===== src/rtl/dadda_pkg.sv =====
// Shared constants, types and helpers for the pipelined 16x16 Dadda reduction tree.
// Column heights are derived at elaboration time so each layer knows its exact shape.
package dadda_pkg;

    localparam int unsigned N           = 16;
    localparam int unsigned OUT_W       = 2 * N;
    localparam int unsigned NUM_LAYERS  = 6;
    localparam int unsigned DADDA_SEQ [NUM_LAYERS] = '{13, 9, 6, 4, 3, 2};
    localparam int unsigned STAGE_SPLIT = 6;

    typedef logic [4:0]         col_h_t;
    typedef col_h_t [OUT_W-1:0] col_vec_t;

    function automatic int unsigned n_fa(input int unsigned tot, input int unsigned d);
        return (tot > d) ? (tot - d) / 2 : 0;
    endfunction

    function automatic int unsigned n_ha(input int unsigned tot, input int unsigned d);
        return (tot > d) ? (tot - d) % 2 : 0;
    endfunction

    function automatic col_vec_t pp_heights();
        col_vec_t h;
        h = '0;
        for (int unsigned k = 0; k < OUT_W; k++) begin
            h[k] = col_h_t'((k < N) ? k + 1 : ((k < OUT_W - 1) ? OUT_W - 1 - k : 0));
        end
        return h;
    endfunction

    // Column heights after one layer; the carry count of column i lands in column i+1.
    function automatic col_vec_t layer_out_h(input col_vec_t h_in, input int unsigned d);
        col_vec_t    r;
        int unsigned cin, tot, fa, ha;
        r   = '0;
        cin = 0;
        for (int unsigned i = 0; i < OUT_W; i++) begin
            tot  = 32'(h_in[i]) + cin;
            fa   = n_fa(tot, d);
            ha   = n_ha(tot, d);
            r[i] = col_h_t'(tot - 2 * fa - ha);
            cin  = fa + ha;
        end
        return r;
    endfunction

    function automatic logic [1:0] full_add(input logic x, input logic y, input logic z);
        return {(x & y) | (x & z) | (y & z), x ^ y ^ z};
    endfunction

    function automatic logic [1:0] half_add(input logic x, input logic y);
        return {x & y, x ^ y};
    endfunction

endpackage


===== src/rtl/dadda_reduce_pipe_layer.sv =====
// One Dadda reduction layer: compresses every column to at most D bits with FA/HA cells.
// Output column order is: carries from column i-1, then sums, then pass-through bits.
module dadda_layer
    import dadda_pkg::*;
#(
    parameter col_vec_t    H_IN = '0,
    parameter int unsigned W_IN = 16,
    parameter int unsigned D    = 13
) (
    input  logic [OUT_W-1:0][W_IN-1:0] m_in,
    output logic [OUT_W-1:0][D-1:0]    m_out
);

    always_comb begin
        int unsigned cin, tot, fa_cnt, ha_cnt, src, dst;
        logic [1:0]  cs;
        m_out  = '0;
        cin    = 0;
        tot    = 0;
        fa_cnt = 0;
        ha_cnt = 0;
        src    = 0;
        dst    = 0;
        cs     = '0;
        for (int unsigned i = 0; i < OUT_W; i++) begin
            tot    = 32'(H_IN[i]) + cin;
            fa_cnt = n_fa(tot, D);
            ha_cnt = n_ha(tot, D);
            src    = 0;
            dst    = cin;
            for (int unsigned k = 0; k < fa_cnt; k++) begin
                cs = full_add(m_in[i][src], m_in[i][src+1], m_in[i][src+2]);
                m_out[i][dst] = cs[0];
                if (i + 1 < OUT_W) m_out[i+1][k] = cs[1];
                src += 3;
                dst += 1;
            end
            for (int unsigned k = 0; k < ha_cnt; k++) begin
                cs = half_add(m_in[i][src], m_in[i][src+1]);
                m_out[i][dst] = cs[0];
                if (i + 1 < OUT_W) m_out[i+1][fa_cnt+k] = cs[1];
                src += 2;
                dst += 1;
            end
            for (int unsigned k = src; k < 32'(H_IN[i]); k++) begin
                m_out[i][dst] = m_in[i][k];
                dst += 1;
            end
            cin = fa_cnt + ha_cnt;
        end
    end

endmodule


===== src/rtl/dadda_reduce_pipe.sv =====
// Two-stage pipelined 16x16 Dadda multiplier front end producing sum and carry rows.
// Stage 1 reduces to height 6, stage 2 to height 2; valid/ready on both sides.
module dadda_reduce_pipe
    import dadda_pkg::*;
#(
    parameter int unsigned N = 16
) (
    input  logic              clk,
    input  logic              rst_n,
    input  logic              in_valid,
    output logic              in_ready,
    input  logic [N-1:0]      a,
    input  logic [N-1:0]      b,
    output logic              out_valid,
    input  logic              out_ready,
    output logic [OUT_W-1:0]  row_s,
    output logic [OUT_W-1:0]  row_c
);

    if (N != dadda_pkg::N) begin : g_bad_width
        $error("dadda_reduce_pipe supports only N = 16");
    end
    if (STAGE_SPLIT != DADDA_SEQ[2]) begin : g_bad_split
        $error("STAGE_SPLIT must equal the third Dadda height");
    end

    localparam col_vec_t H0 = pp_heights();
    localparam col_vec_t H1 = layer_out_h(H0, DADDA_SEQ[0]);
    localparam col_vec_t H2 = layer_out_h(H1, DADDA_SEQ[1]);
    localparam col_vec_t H3 = layer_out_h(H2, DADDA_SEQ[2]);
    localparam col_vec_t H4 = layer_out_h(H3, DADDA_SEQ[3]);
    localparam col_vec_t H5 = layer_out_h(H4, DADDA_SEQ[4]);

    logic [OUT_W-1:0][N-1:0]              pp;
    logic [OUT_W-1:0][DADDA_SEQ[0]-1:0]   l1;
    logic [OUT_W-1:0][DADDA_SEQ[1]-1:0]   l2;
    logic [OUT_W-1:0][STAGE_SPLIT-1:0]    l3;
    logic [OUT_W-1:0][DADDA_SEQ[3]-1:0]   l4;
    logic [OUT_W-1:0][DADDA_SEQ[4]-1:0]   l5;
    logic [OUT_W-1:0][1:0]                l6;

    logic [OUT_W-1:0][STAGE_SPLIT-1:0]    s1_m_d, s1_m_q;
    logic                                 v1_d, v1_q, v2_d, v2_q;
    logic [OUT_W-1:0]                     row_s_d, row_s_q, row_c_d, row_c_q;
    logic                                 ready1, ready2;

    // Column i+j is packed from slot 0 upward; above the anti-diagonal slot N-1-j keeps it dense.
    always_comb begin
        pp = '0;
        for (int unsigned i = 0; i < N; i++) begin
            for (int unsigned j = 0; j < N; j++) begin
                pp[i+j][(i + j < N) ? i : N - 1 - j] = a[j] & b[i];
            end
        end
    end

    dadda_layer #(.H_IN(H0), .W_IN(N),            .D(DADDA_SEQ[0])) u_l1 (.m_in(pp), .m_out(l1));
    dadda_layer #(.H_IN(H1), .W_IN(DADDA_SEQ[0]), .D(DADDA_SEQ[1])) u_l2 (.m_in(l1), .m_out(l2));
    dadda_layer #(.H_IN(H2), .W_IN(DADDA_SEQ[1]), .D(STAGE_SPLIT))  u_l3 (.m_in(l2), .m_out(l3));

    dadda_layer #(.H_IN(H3), .W_IN(STAGE_SPLIT),  .D(DADDA_SEQ[3])) u_l4 (.m_in(s1_m_q), .m_out(l4));
    dadda_layer #(.H_IN(H4), .W_IN(DADDA_SEQ[3]), .D(DADDA_SEQ[4])) u_l5 (.m_in(l4), .m_out(l5));
    dadda_layer #(.H_IN(H5), .W_IN(DADDA_SEQ[4]), .D(DADDA_SEQ[5])) u_l6 (.m_in(l5), .m_out(l6));

    always_comb begin
        ready2  = !v2_q || out_ready;
        ready1  = !v1_q || ready2;
        v1_d    = ready1 ? in_valid : v1_q;
        s1_m_d  = ready1 ? l3 : s1_m_q;
        v2_d    = ready2 ? v1_q : v2_q;
        row_s_d = row_s_q;
        row_c_d = row_c_q;
        if (ready2) begin
            for (int unsigned i = 0; i < OUT_W; i++) begin
                row_s_d[i] = l6[i][0];
                row_c_d[i] = l6[i][1];
            end
        end
    end

    always_ff @(posedge clk or negedge rst_n) begin
        if (!rst_n) begin
            v1_q    <= 1'b0;
            v2_q    <= 1'b0;
            s1_m_q  <= '0;
            row_s_q <= '0;
            row_c_q <= '0;
        end else begin
            v1_q    <= v1_d;
            v2_q    <= v2_d;
            s1_m_q  <= s1_m_d;
            row_s_q <= row_s_d;
            row_c_q <= row_c_d;
        end
    end

    assign in_ready  = ready1;
    assign out_valid = v2_q;
    assign row_s     = row_s_q;
    assign row_c     = row_c_q;

endmodule


===== config.mk =====
export PLATFORM = sky130hd
export DESIGN_NAME = dadda_reduce_pipe
export DESIGN_NICKNAME = d
export VERILOG_FILES = /design/src/rtl/dadda_pkg.sv /design/src/rtl/dadda_reduce_pipe_layer.sv /design/src/rtl/dadda_reduce_pipe.sv
export SDC_FILE = /design/constraint.sdc
export NUM_CORES = 1
export LEC_CHECK = 0
export CORE_MARGIN = 3
export CORE_UTILIZATION = 49
export DETAILED_ROUTE_END_ITERATION = 16
export PLACE_DENSITY = 0.68
export SYNTH_ARGS = -nofsm -noshare
export SYNTH_HDL_FRONTEND = slang
export SYNTH_SLANG_ARGS = --single-unit

===== constraint.sdc =====
create_clock -name clk -period 2.6 [get_ports clk]
set_clock_uncertainty 0.05 [all_clocks]
set_input_delay 0.39 -clock clk [delete_from_list [all_inputs] [get_ports clk]]
set_output_delay 0.39 -clock clk [all_outputs]
set_load 0.02 [all_outputs]

== After elaboration in Yosys (flattened, before gate mapping) ==
Cells that the tools add are included.

* Bitwise gates (word level): 1,651
* Reduce and logical (&&, ||, !) cells: 4

{| class="wikitable"
|+ Operators with widths
! kind !! count
|-
| bitwise AND 1 bit || 856
|-
| bitwise XOR 1 bit || 405
|-
| bitwise OR 1 bit || 390
|-
| logical NOT 1 bit || 2
|-
| logical OR 1 bit || 2
|}

* Register bits: 220
* Output and inout port bits: 66
* Logic and storage cells: 1,690

== Longest topological paths before layout ==
* Depth in word-level cells: 10
* Depth in mapped cells: 8
* Gate-level depth less buffers: 7

== Hierarchy ==
Synthesis repeated with hierarchy kept, for this count alone.

* Cells, all modules: 1,815
* Area total of the unflattened synthesis: 21,107.7 µm²

{| class="wikitable"
|+ By module, submodules not included
! module !! instances !! cells each !! area an instance (µm²) !! seq. area each (µm²)
|-
| dadda_reduce_pipe || 1 || 835 || 11,258.3 || 6,456.2
|-
| dadda_layer (u_l1) || 1 || 405 || 3,156.8 || 0.0
|-
| dadda_layer (u_l2) || 1 || 245 || 2,356.0 || 0.0
|-
| dadda_layer (u_l3) || 1 || 139 || 1,692.9 || 0.0
|-
| dadda_layer (u_l4) || 1 || 83 || 1,179.9 || 0.0
|-
| dadda_layer (u_l5) || 1 || 71 || 847.1 || 0.0
|-
| dadda_layer (u_l6) || 1 || 37 || 616.8 || 0.0
|}

== Worst setup path before layout ==
OpenSTA, ideal clock, no wires.

* Path kind: input to register
* Start: in b[5]
* End: reg s1_m_q[112] in the netlist's numbering
* Library setup time: 0.125 ns
* Arrival: 2.566 ns
* Data required time: 2.425 ns
* Setup slack: -0.141 ns
* Stages: 8
* Path buffers: 1
* Cells stage by stage: clkbuf_1 > and2_1 > fa_1 > inv_1 > fa_1 > inv_1 > fa_1 > mux2_2

{| class="wikitable"
|+ RTL lines
! what !! RTL line !! source
|-
| from (decl) || dadda_reduce_pipe.sv:13 || <nowiki>input logic [N-1:0] b,</nowiki>
|-
| to (signal assigned) || dadda_reduce_pipe.sv:91 || <nowiki>s1_m_q <= s1_m_d;</nowiki>
|-
| to (decl) || dadda_reduce_pipe.sv:42 || <nowiki>logic [OUT_W-1:0][STAGE_SPLIT-1:0] s1_m_d, s1_m_q;</nowiki>
|}

==> results.md <==
- Number of cell instances on the worst register-to-register path: 6
- Overflow left after global routing: 0
- Post-detail-place hpwl: around 25 mm
- Cell Rows: 62
- Insertion delay of the later-clocked pin in the worst-skew pair: 0.53 ns
- Via density per instance: 4.97
- Unique cell type count in the Yosys netlist: 19
- Post-synth design cell area: around 15000 sq um
- DR DRC count: 0
- Vias after detailed routing: between 8000 and 9000
- Power Total: 0.0142 W
- Total number of yosys warnings: 0
- Layout Nets: approximately 1600
- Worst path top cell family by delay: adder cells
- Worst Hold Margin: approximately 0.33 ns
- Worst relative slew slack: 58.0%
- Worst hold path stage count: 4
- Root buf cell: clkbuf_16
- Routed WL per cell: 18.2 microns
- Commonest non-fill, non-tap cells in the layout: inv_1 (271), dfrtp_1 (220), fa_1 (195)
- LEAKAGE: 8.69 nW
- Fin crit period: around 2.6 ns
- Number of nets with antenna violations after routing: 0
- Reported max-cap violation count: 0
- Hold crit path type: primary input to register
- Critical path launch point type: primary input
- Achievable frequency: 0.390 GHz
- Hold Vio Cnt, Final: 0
- Worst path cell trace: clkdlybuf4s50_1 -> buf_4 -> and2_1 -> fa_1 -> fa_1 -> fa_1 -> mux2_4
- Chip Width: 178 microns
- Slack of the worst reg-to-reg path: between 0.1 and 0.15 ns
- First-iteration detailed-routing DRC count: 497
- Y dimension of the die: 178 microns
- Antenna violations before repair: 2
- Final period utilization: 98.7%
- Arrival @ worst endpoint: 2.93 ns
- Startpoint-to-endpoint class of the critical path: primary input to register
- Largest net degree at the start of global routing: 74
- Tightest Pin Transition: 0.630 ns
- # fillers: 2322
- Starting density of the core: 50.1%
- Number of global-route vias before repair: 10100
- Finished Core Util: just under 60%
- Max H-tree Level: 1
- Global-route wire length before repair: 54.2 mm
- Post-CTS setup-driven buffer insertion count: 0
- Critical path capture point type: register
- Proportion of synthesized chip area in sequential cells: 38.0%
- Maximum net fanout on the critical path: 9
- Slowest stage cell, crit path: fa_1
- Worst slack, placed: -0.629 ns
- Worst vdd ir: just over 0.6 mV
- Area occupied by registers: 5510 sq um
- Maximum clock path buffer count: 3
- Power per standard cell area: around 820 nW/um^2
- TritonCTS clock tree: yes
- Clock transition at path regs: 0.06 ns
- Biggest cell delay along the critical path: 0.58 ns
- Cell occurring most often along the worst timing path: fa_1
- Full die area: 31700 sq um
- Post-synthesis cell count: 1255
- Final Slew Violations: 0
- Number of top-level pins: 102
- First-pass detailed-route iteration total: 5
- Sink count of the clock tree: 220
- Area growth syn-to-layout: 19.0%
- Unrepaired setup endpoints after global routing: false
- Post-synthesis sequential element count: 220
- Area taken by multi-input logic gates: 7670 sq um
- PnR worst setup slack: roughly 0.034 ns
- Port bufs: 98
- Setup-violating endpoint count in the final report: 0
- Total Routing Usage GR: around 22%
- Core area: 28900 sq um
- Most common cell after layout, fill and taps aside: inv_1
- Run status: finished clean
- Buffers and inverters on the worst path: 2
- Drt total wl: 32.7 mm
- TritonCTS Buffers: 26
- Share of final-layout standard cells stronger than drive strength 1: 15.4%
- Number of cells on the critical path: 7
- Required time of the worst setup path: 2.96 ns
- Syn Area/Cell: 11.6 sq um
- Final weighted congestion in routability-driven placement: 0.856
power breakdown:
part           total (W)  switching [W]  leakage (nW)  internal (W)
sequential       0.00483       0.000535          2.75       0.00430
clock            0.00366        0.00147         0.424       0.00219
combinational    0.00570        0.00284          5.51       0.00286
flip-flops by register name, indices dropped and copies added, names as in the netlist:
signal / flops
v1_q: 1
row_c: 30
row_s: 31
s1_m_q: 157
out_valid: 1
logic make-up after synthesis:
family | Yosys count | synth area share [%]
AND/OR/NAND/NOR | 272 | 8.76
adder cells (fa/ha/maj) | 210 | 28.2
flip-flops | 220 | 38.0
AO/OA/AOI/OAI | 12 | 0.414
multiplexers | 206 | 15.3
buffers and inverters | 334 | 9.32
other | 1 | 0.0259
routing by layer:
| layer | vias to the layer above | routed length (microns) | track usage, % | part of all wire, % |
|---|---|---|---|---|
| li1 | 4011 | - | - | - |
| met1 | 4674 | 13400 | 28.1 | 41 |
| met2 | 188 | 17000 | 38.9 | 52 |
| met3 | 57 | 1250 | 2.81 | 3.8 |
| met4 | 2 | 1040 | 6.81 | 3.2 |
| met5 | - | 13 | 0 | 0.040 |
cell type report:
class	instances	area share [%]
clock inverters	7	0.363
multi-input cells	703	44.5
well taps	384	2.79
inverters	271	5.90
clock buffers	40	4.61
diodes	1	0.0145
repair buffers	171	9.94
flip-flops and latches	220	31.9
metrics by stage:
stage	instances	cell area, sq um	TNS [ns]
after floorplan	1257	14600	-0.00337
after global placement	1748	16400	-15.55
after detailed placement	1748	16400	-16.82
after CTS	1796	17200	0
after global routing	1797	17300	0
final	1797	17300	0
worst reg2reg max path: stages, from the launching register on:
cell	delay [ns]
dfrtp_1	0.41
inv_1	0.08
fa_1	0.49
fa_1	0.55
inv_1	0.06
fa_1	0.44
mux2_2	0.27
Yosys cell counts:
cell type / n / share of area [%]
conb_1: 1 / 0.026
and2_1: 72 / 3.1
a21oi_1: 12 / 0.41
nand2b_1: 3 / 0.13
buf_2: 6 / 0.21
nor3b_1: 12 / 0.62
mux2_2: 95 / 7.4
nand2_1: 184 / 4.8
fa_1: 195 / 27
ha_1: 15 / 1.3
buf_1: 1 / 0.026
dfrtp_1: 220 / 38
mux2i_1: 81 / 5.6
clkbuf_1: 35 / 0.91
buf_4: 18 / 0.93
buf_6: 3 / 0.23
nand3b_4: 1 / 0.14
mux2_1: 30 / 2.3
inv_1: 271 / 7.0
repair_timing:
action	CTS	global route
endpoints found under the setup margin	4	6
hold buffers	1	0
hold endpoints to repair	68	0
pin swaps	0	0
gates resized for setup	6	4
cloned	0	0
worst paths after layout:
| kind | startpoint | to |
|---|---|---|
| max | b[1] | s1_m_q[94] |
| min | b[2] | s1_m_q[20] |
| max reg2reg | s1_m_q[109] | row_c[18] |
| min reg2reg | s1_m_q[86] | s1_m_q[86] |
| max in group asynchronous | rst_n | row_c[15] |
| min in group asynchronous | rst_n | s1_m_q[12] |
No activity file was read; power rests on OpenSTA's default activity.
